<file path="config.mk">
export PLATFORM = sky130hd
export DESIGN_NAME = rotate_left_seq_flat
export DESIGN_NICKNAME = d
export VERILOG_FILES = /design/src/rtl/rotate_left_seq_if.sv /design/src/rtl/rotate_left_seq.sv /design/src/flat_wrapper.sv
export SDC_FILE = /design/constraint.sdc
export NUM_CORES = 1
export LEC_CHECK = 0
export CORE_UTILIZATION = 50
export CTS_CLUSTER_SIZE = 24
export DETAILED_ROUTE_END_ITERATION = 10
export GPL_TIMING_DRIVEN = 0
export PLACE_DENSITY = 0.8
export REMOVE_ABC_BUFFERS = 1
export SYNTH_ARGS = -nofsm -noshare
export SYNTH_HDL_FRONTEND = slang
export SYNTH_SLANG_ARGS = --single-unit
</file>
<file path="constraint.sdc">
create_clock -name clk -period 4 [get_ports clk]
set_input_delay 1.2 -clock clk [delete_from_list [all_inputs] [get_ports clk]]
set_output_delay 1.2 -clock clk [all_outputs]
set_load 0.01 [all_outputs]
</file>
<file path="src/rtl/rotate_left_seq_if.sv">
// Handshake bundle for the sequential left rotator: request side drives start/a/Rol,
// rotator side returns busy/done and the registered result f.
interface rotate_left_seq_if #(
    parameter int unsigned WIDTH = 4,
    parameter int unsigned AW    = $clog2(WIDTH)
);
    logic             start;
    logic [WIDTH-1:0] a;
    logic [AW-1:0]    Rol;
    logic             busy;
    logic             done;
    logic [WIDTH-1:0] f;

    modport master (
        output start,
        output a,
        output Rol,
        input  busy,
        input  done,
        input  f
    );

    modport slave (
        input  start,
        input  a,
        input  Rol,
        output busy,
        output done,
        output f
    );
endinterface

</file>
<file path="src/rtl/rotate_left_seq.sv">
// Sequential left rotator: captures a word and amount on start, rotates one bit per clock,
// then presents the result with a one-cycle done pulse. Undoes a right rotation by the same amount.
module rotate_left_seq #(
    parameter int unsigned WIDTH = 4
) (
    input logic              clk,
    input logic              reset,
    rotate_left_seq_if.slave bus
);
    localparam int unsigned AW = $clog2(WIDTH);

    typedef enum logic [1:0] {StIdle, StRot, StDone} state_e;

    state_e           state;
    logic [WIDTH-1:0] sr;
    logic [WIDTH-1:0] f_reg;
    logic [AW-1:0]    count;
    logic             busy_reg;
    logic             done_reg;
    logic [WIDTH-1:0] sr_rot;

    assign sr_rot = {sr[WIDTH-2:0], sr[WIDTH-1]};

    // busy/done are registered alongside the state so they track it exactly without decode glitches.
    always_ff @(posedge clk) begin
        if (reset) begin
            state    <= StIdle;
            sr       <= '0;
            count    <= '0;
            f_reg    <= '0;
            busy_reg <= 1'b0;
            done_reg <= 1'b0;
        end else begin
            done_reg <= 1'b0;
            case (state)
                StIdle: begin
                    if (bus.start) begin
                        sr       <= bus.a;
                        count    <= bus.Rol;
                        busy_reg <= 1'b1;
                        if (bus.Rol == '0) begin
                            f_reg    <= bus.a;
                            done_reg <= 1'b1;
                            state    <= StDone;
                        end else begin
                            state <= StRot;
                        end
                    end
                end
                StRot: begin
                    sr    <= sr_rot;
                    count <= count - 1'b1;
                    // ROT is only entered with count >= 1, so this is the last rotation step.
                    if (count == AW'(1)) begin
                        f_reg    <= sr_rot;
                        done_reg <= 1'b1;
                        state    <= StDone;
                    end
                end
                StDone: begin
                    busy_reg <= 1'b0;
                    state    <= StIdle;
                end
                default: begin
                    busy_reg <= 1'b0;
                    state    <= StIdle;
                end
            endcase
        end
    end

    assign bus.busy = busy_reg;
    assign bus.done = done_reg;
    assign bus.f    = f_reg;
endmodule

</file>
<file path="src/flat_wrapper.sv">
// flat-port wrapper written by rule: the top's interface ports become plain ports
module rotate_left_seq_flat 
#(
    parameter int unsigned WIDTH = 4
)
  (clk, reset, bus_start, bus_a, bus_Rol, bus_busy, bus_done, bus_f);
  rotate_left_seq_if #(.WIDTH(WIDTH)) bus_i ();
  input logic clk;
  input logic reset;
  input wire logic [$bits(bus_i.start)-1:0] bus_start;
  input wire logic [$bits(bus_i.a)-1:0] bus_a;
  input wire logic [$bits(bus_i.Rol)-1:0] bus_Rol;
  output wire logic [$bits(bus_i.busy)-1:0] bus_busy;
  output wire logic [$bits(bus_i.done)-1:0] bus_done;
  output wire logic [$bits(bus_i.f)-1:0] bus_f;
  assign bus_i.start = bus_start;
  assign bus_i.a = bus_a;
  assign bus_i.Rol = bus_Rol;
  assign bus_busy = bus_i.busy;
  assign bus_done = bus_i.done;
  assign bus_f = bus_i.f;
  rotate_left_seq #(.WIDTH(WIDTH)) u_core (.clk(clk), .reset(reset), .bus(bus_i));
endmodule
</file>
==> impl_metrics.json, run 1 <==
{
  "die-area_mm2": 0.00147,
  "insertion_delay_ns": 0.28,
  "maxSlewHeadroom_pct": 66.4,
  "via_count": 525,
  "yosys.area_share.simple_pct": 9.85,
  "netlist_area_um2": 661,
  "routedWlPerCell_um": 12.5,
  "period_needed_ns": 2.54,
  "n_fill_cell": 104,
  "holdPathStages": 2,
  "ios": 15,
  "reg2reg_depth": 3,
  "path_class": "input port to flop",
  "yosys_warnings": 0,
  "cts_setup_buffers": 0,
  "worstSetupStartpointType": "input port",
  "stdcell_area_um2": 827,
  "clock_sinks": 14,
  "final.setup.worst_slack_ns": 1.46,
  "async_flop_share_pct": 0,
  "ys_ff_latch": 14,
  "dp.cells": 92,
  "fin_util_pct": 70.6,
  "drv_slew": 0,
  "syn_avg_cell_area_um2": 9.57,
  "ctsHtreeMaxLevel": 1,
  "area_delta_synth_final_pct": 25.2,
  "cts_made_buffers": 3,
  "drive_above_1_share_pct": 13.4,
  "rows": 12,
  "status": "complete, no violations",
  "num-nets-final": 93,
  "antenna_found_initial": 0,
  "die_h_um": 38.4,
  "p_total_uw": 335,
  "vias_per_cell": 5.47,
  "synth_top_family_by_area": "compound AO/OA/AOI/OAI gates",
  "ir_worst_vdd_uv": 308,
  "layout.cells.non_filler": 96,
  "antenna_cells": 0,
  "rsz0062_at_grt": "no",
  "finClkSkew_ns": 0.00116,
  "max_freq_ghz": 0.393,
  "cts_tree": "yes",
  "post_synth_xor_area_fraction_pct": 0,
  "synth_edf_count": 0,
  "grt_pass1_vias": 498,
  "cts.reportedPaths.clkPinSlew_ns": 0.08,
  "die_w_um": 38.4,
  "end_kind": "flop",
  "cts-hold-fix-buffers": 0,
  "first_pass_iters": 2,
  "start_util_pct": 56.4,
  "hpwl_um": 879,
  "hold_violations": 0,
  "drtIter0Drc": 2,
  "coreArea_mm2": 0.00117,
  "multiInputGateArea_um2": 327,
  "final-setup-viol-count": 0,
  "cellPowerDensity_mw_per_mm2": 405,
  "post-place-ws_ns": 1.22,
  "synth_compound_gate_area_share_pct": 21.6,
  "cts_resized": 0,
  "wirelength_mm": 1.20,
  "grt_pass1_wl_mm": 2.15,
  "worstPathRequired_ns": 4.18,
  "worstPathMaxFanout": 6,
  "cts-root-buf": "clkbuf_4",
  "tightest_slew_ns": 0.502,
  "grtUsageTotal_pct": 21.4,
  "seq_area_frac_synth_pct": 42.4,
  "synthMuxAreaShare_pct": 16.1,
  "clock_path_buffers": 2,
  "place_area_um2": 791,
  "grt_overflow_total": 0,
  "portBuffers": 14,
  "maxCapViolCount": 0,
  "routabilityCongestion": 0.714,
  "syn_inst": 69,
  "holdCritPathClass": "flop to flop",
  "p_leak_nw": 0.326,
  "yosysTopAreaCellShare_pct": 42.4,
  "synth_area_leaders": "dfxtp_1 42%, a211oi_1 15%, mux2_2 8.5%",
  "yosys.area_share.adder_pct": 1.89,
  "synth_cell_types": 20,
  "worst_ep_arrival_time_ns": 2.72,
  "synthFlopType": "dfxtp_1",
  "yosys.area.top_type": "dfxtp_1",
  "seq_area_um2": 280,
  "finalSetupTns_ns": 0,
  "drc": 0,
  "min_period_over_period_pct": 63.5,
  "grt_max_degree": 15,
  "ant_nets": 0,
  "hold_ws_ns": 0.458
}
-- power by group --
group	internal [mW]	switching [mW]	total, mW	leakage (nW)
sequential	0.153	0.0112	0.165	0.116
combinational	0.0389	0.0298	0.0688	0.190
clock	0.0553	0.0463	0.102	0.0210
-- synthesized netlist by cell type (2+ instances only) --
| master | n |
|---|---|
| dfxtp_1 | 14 |
| a211oi_1 | 13 |
| inv_1 | 7 |
| nor2_1 | 7 |
| mux2_2 | 5 |
| mux2i_1 | 5 |
| clkbuf_1 | 3 |
| nand2_1 | 2 |
| nor3_1 | 2 |
-- worst max-delay path: stages --
cell and delay (ns):
clkdlybuf4s50_1 0.50, or4b_4 0.51, a21o_1 0.24, a211oi_1 0.27
-- layout by cell type (no fill, tap or decap), types with 2 or more instances in the layout --
cell type / count
clkdlybuf4s50_1: 14
a211oi_1: 13
mux2_2: 5
dfxtp_1: 14
inv_1: 7
nor3_1: 2
nand2_1: 2
nor2_1: 7
clkbuf_4: 3
mux2i_1: 5
-- final timing paths --
check                                                     to                    startpoint  slack, ns
worst max-delay path            u_core.bus.f[1]$_SDFFE_PP0P_                     bus_start       1.46
worst max register to register  u_core.bus.f[1]$_SDFFE_PP0P_  u_core.state[0]$_SDFFE_PP0P_       2.37
worst min register to register  u_core.bus.f[0]$_SDFFE_PP0P_  u_core.bus.f[0]$_SDFFE_PP0P_       0.46
worst min-delay path            u_core.bus.f[0]$_SDFFE_PP0P_  u_core.bus.f[0]$_SDFFE_PP0P_       0.46
-- metal layers --
layer	global-route usage, %	up-vias	share of wire, %
met1	26.8	231	50
met5	0	-	0
met3	3.49	4	4.4
met4	10.3	0	1.9
li1	-	276	-
met2	35.2	14	43
-- kinds of logic (layout without fill, tap and decap cells) --
group                      after synthesis  in the layout
AOI/OAI and AO/OA                       19             19
DFF                                     14             14
and+or+nand+nor                         13             13
buffers and inverters                   12             25
muxes                                   10             10
adders and majority gates                1              1
-- final cells by class --
class / instances / share of cell area [%]
Multi-Input combinational cell: 43 / 39.5
Sequential cell: 14 / 33.9
Tap cell: 14 / 2.12
Timing Repair Buffer: 14 / 16.9
Inverter: 7 / 3.18
Clock buffer: 4 / 4.39
No activity file was read; power rests on OpenSTA's default activity.
==> run 2: changes to the inputs <==
--- a/config.mk
+++ b/config.mk
@@ -5,11 +5,11 @@
 export SDC_FILE = /design/constraint.sdc
 export NUM_CORES = 1
 export LEC_CHECK = 0
-export CORE_UTILIZATION = 50
+export CORE_UTILIZATION = 42
 export CTS_CLUSTER_SIZE = 24
 export DETAILED_ROUTE_END_ITERATION = 10
 export GPL_TIMING_DRIVEN = 0
-export PLACE_DENSITY = 0.8
+export PLACE_DENSITY = 0.71
 export REMOVE_ABC_BUFFERS = 1
 export SYNTH_ARGS = -nofsm -noshare
 export SYNTH_HDL_FRONTEND = slang
==> constraint.sdc (replaced) <==
create_clock -name clk -period 2.2 [get_ports clk]
set_input_delay 0.66 -clock clk [delete_from_list [all_inputs] [get_ports clk]]
set_output_delay 0.66 -clock clk [all_outputs]
set_load 0.01 [all_outputs]
==> impl_metrics.json, run 2 (synthesized netlist as in run 1, its figures left out) <==
{
  "rsz0062_at_grt": "no",
  "via_count": 547,
  "worst-path-stages": 4,
  "antenna_found_initial": 0,
  "period_needed_ns": 1.97,
  "drc": 0,
  "p_total_uw": 609,
  "cts-hold-fix-buffers": 0,
  "start_util_pct": 47.8,
  "finClkSkew_ns": 0.00282,
  "holdCritPathClass": "flop to flop",
  "maxSlewHeadroom_pct": 66.0,
  "highest_layer": "met4",
  "grtUsageTotal_pct": 16.4,
  "maxCapViolCount": 0,
  "hpwl_um": 908,
  "max_freq_ghz": 0.507,
  "cts_setup_buffers": 0,
  "num-nets-final": 93,
  "coreArea_mm2": 0.00138,
  "ctsHtreeMaxLevel": 1,
  "vias_per_cell": 5.64,
  "cp_cell_sequence": "clkdlybuf4s50_1, or4b_4, a21o_1, a211oi_1",
  "reg2reg_from": "u_core.state[0]$_SDFFE_PP0P_",
  "cp-startpoint": "bus_start",
  "ff2ff_setup_slack_ns": 0.59,
  "cp-endpoint": "u_core.bus.f[0]$_SDFFE_PP0P_",
  "critPathSlowestCell": "clkdlybuf4s50_1",
  "cts_resized": 0,
  "clock_sinks": 14,
  "status": "complete, no violations",
  "dr_wl_met3_um": 61,
  "ir_worst_vdd_uv": 615,
  "worstPathRequired_ns": 2.39,
  "first_pass_iters": 4,
  "clock_path_buffers": 2,
  "area_delta_synth_final_pct": 25.4,
  "worstSetupStartpointType": "input port",
  "crit_buf_inv": 1,
  "drive_above_1_share_pct": 13.4,
  "drv_slew": 0,
  "die_w_um": 41.7,
  "ant_nets": 0,
  "drtIter0Drc": 7,
  "wirelength_mm": 1.21,
  "p_leak_nw": 0.326,
  "min_period_over_period_pct": 89.6,
  "rows": 13,
  "grt_overflow_total": 0,
  "critical_path.top_delay_family": "buffers and inverters",
  "reg2reg_depth": 3,
  "grt_max_degree": 15,
  "hold_violations": 0,
  "cts-root-buf": "clkbuf_4",
  "wl_met2_um": 530,
  "routabilityCongestion": 0.688,
  "cellPowerDensity_mw_per_mm2": 735,
  "path_class": "input port to flop",
  "antenna_cells": 0,
  "cpPeakStageDelay_ns": 0.51,
  "tightest_slew_ns": 0.508,
  "final_cell_mix": "14 x clkdlybuf4s50_1, 14 x dfxtp_1, 13 x a211oi_1",
  "worst_ep_arrival_time_ns": 2.17,
  "r2r-end": "u_core.bus.f[0]$_SDFFE_PP0P_",
  "ios": 15,
  "grt_pass1_wl_mm": 2.17,
  "die-area_mm2": 0.00174,
  "die_h_um": 41.7,
  "cts.reportedPaths.clkPinSlew_ns": 0.08,
  "insertion_delay_ns": 0.28,
  "portBuffers": 14,
  "cts_made_buffers": 3,
  "grt_pass1_vias": 542,
  "drt-met1-wl_um": 573,
  "cts_tree": "yes",
  "worstPathMaxFanout": 6,
  "routedWlPerCell_um": 12.5,
  "final-setup-viol-count": 0,
  "end_kind": "flop",
  "finalSetupTns_ns": 0
}
[run 2: cell counts in the layout (fill, tap and decap cells not counted)]
No cell type changed its count.
[run 2: layout make-up]
| cell class | instances | area, um^2 |
|---|---|---|
| inverter | 7 | 26.3 |
| clock buffer | 4 | 36.3 |
| tap | 15 | 18.8 |
| timing repair buffer | 14 | 140 |
| fill | 137 | 554 |
| multi-input combinational | 43 | 327 |
| sequential | 14 | 280 |
[run 2: worst min-delay path, delay by kind of cell, from the launching register on]
family | cells | cell delay (ns)
DFF | 1 | 0.32
buffers and inverters | 1 | 0.05
AOI/OAI and AO/OA | 1 | 0.05
[run 2: metal layers]
layer	vias up	GRT usage, %
li1	274	-
met1	251	19.8
met2	15	25.3
met3	7	3.91
met4	0	11.6
met5	-	0
[run 2: report_power, final]
part / total, mW / switching, mW / internal [mW]
combinational: 0.126 / 0.0551 / 0.0710
sequential: 0.299 / 0.0202 / 0.279
clock: 0.184 / 0.0831 / 0.101
[run 2: per-stage QoR]
stage | area, um^2 | hold slack, ns | cells | util (%) | setup WS (ns)
6_report | 828 | 0.457 | 97 | 59.9 | 0.229
3_3_place_gp | 792 | 0.445 | 93 | 57.3 | -0.0483
3_5_place_dp | 792 | 0.448 | 93 | 57.3 | -0.0588
5_1_grt | 828 | 0.496 | 97 | 59.9 | 0.162
2_1_floorplan | 633 | 0.449 | 64 | - | 0.504
4_1_cts | 828 | 0.461 | 97 | 59.9 | 0.222
[run 2: how the worst min path moves through the flow]
stage	startpoint	end	slack [ns]	cells past startpoint
final	u_core.bus.f[2]$_SDFFE_PP0P_	u_core.bus.f[2]$_SDFFE_PP0P_	0.46	2
after global routing	u_core.bus.f[0]$_SDFFE_PP0P_	u_core.bus.f[0]$_SDFFE_PP0P_	0.50	2
after CTS	u_core.bus.f[2]$_SDFFE_PP0P_	u_core.bus.f[2]$_SDFFE_PP0P_	0.46	2
after detailed placement	u_core.bus.f[2]$_SDFFE_PP0P_	u_core.bus.f[2]$_SDFFE_PP0P_	0.45	2
after global placement	u_core.bus.f[3]$_SDFFE_PP0P_	u_core.bus.f[3]$_SDFFE_PP0P_	0.44	2
after floorplan	u_core.count[0]$_SDFFE_PP0P_	u_core.count[0]$_SDFFE_PP0P_	0.45	1
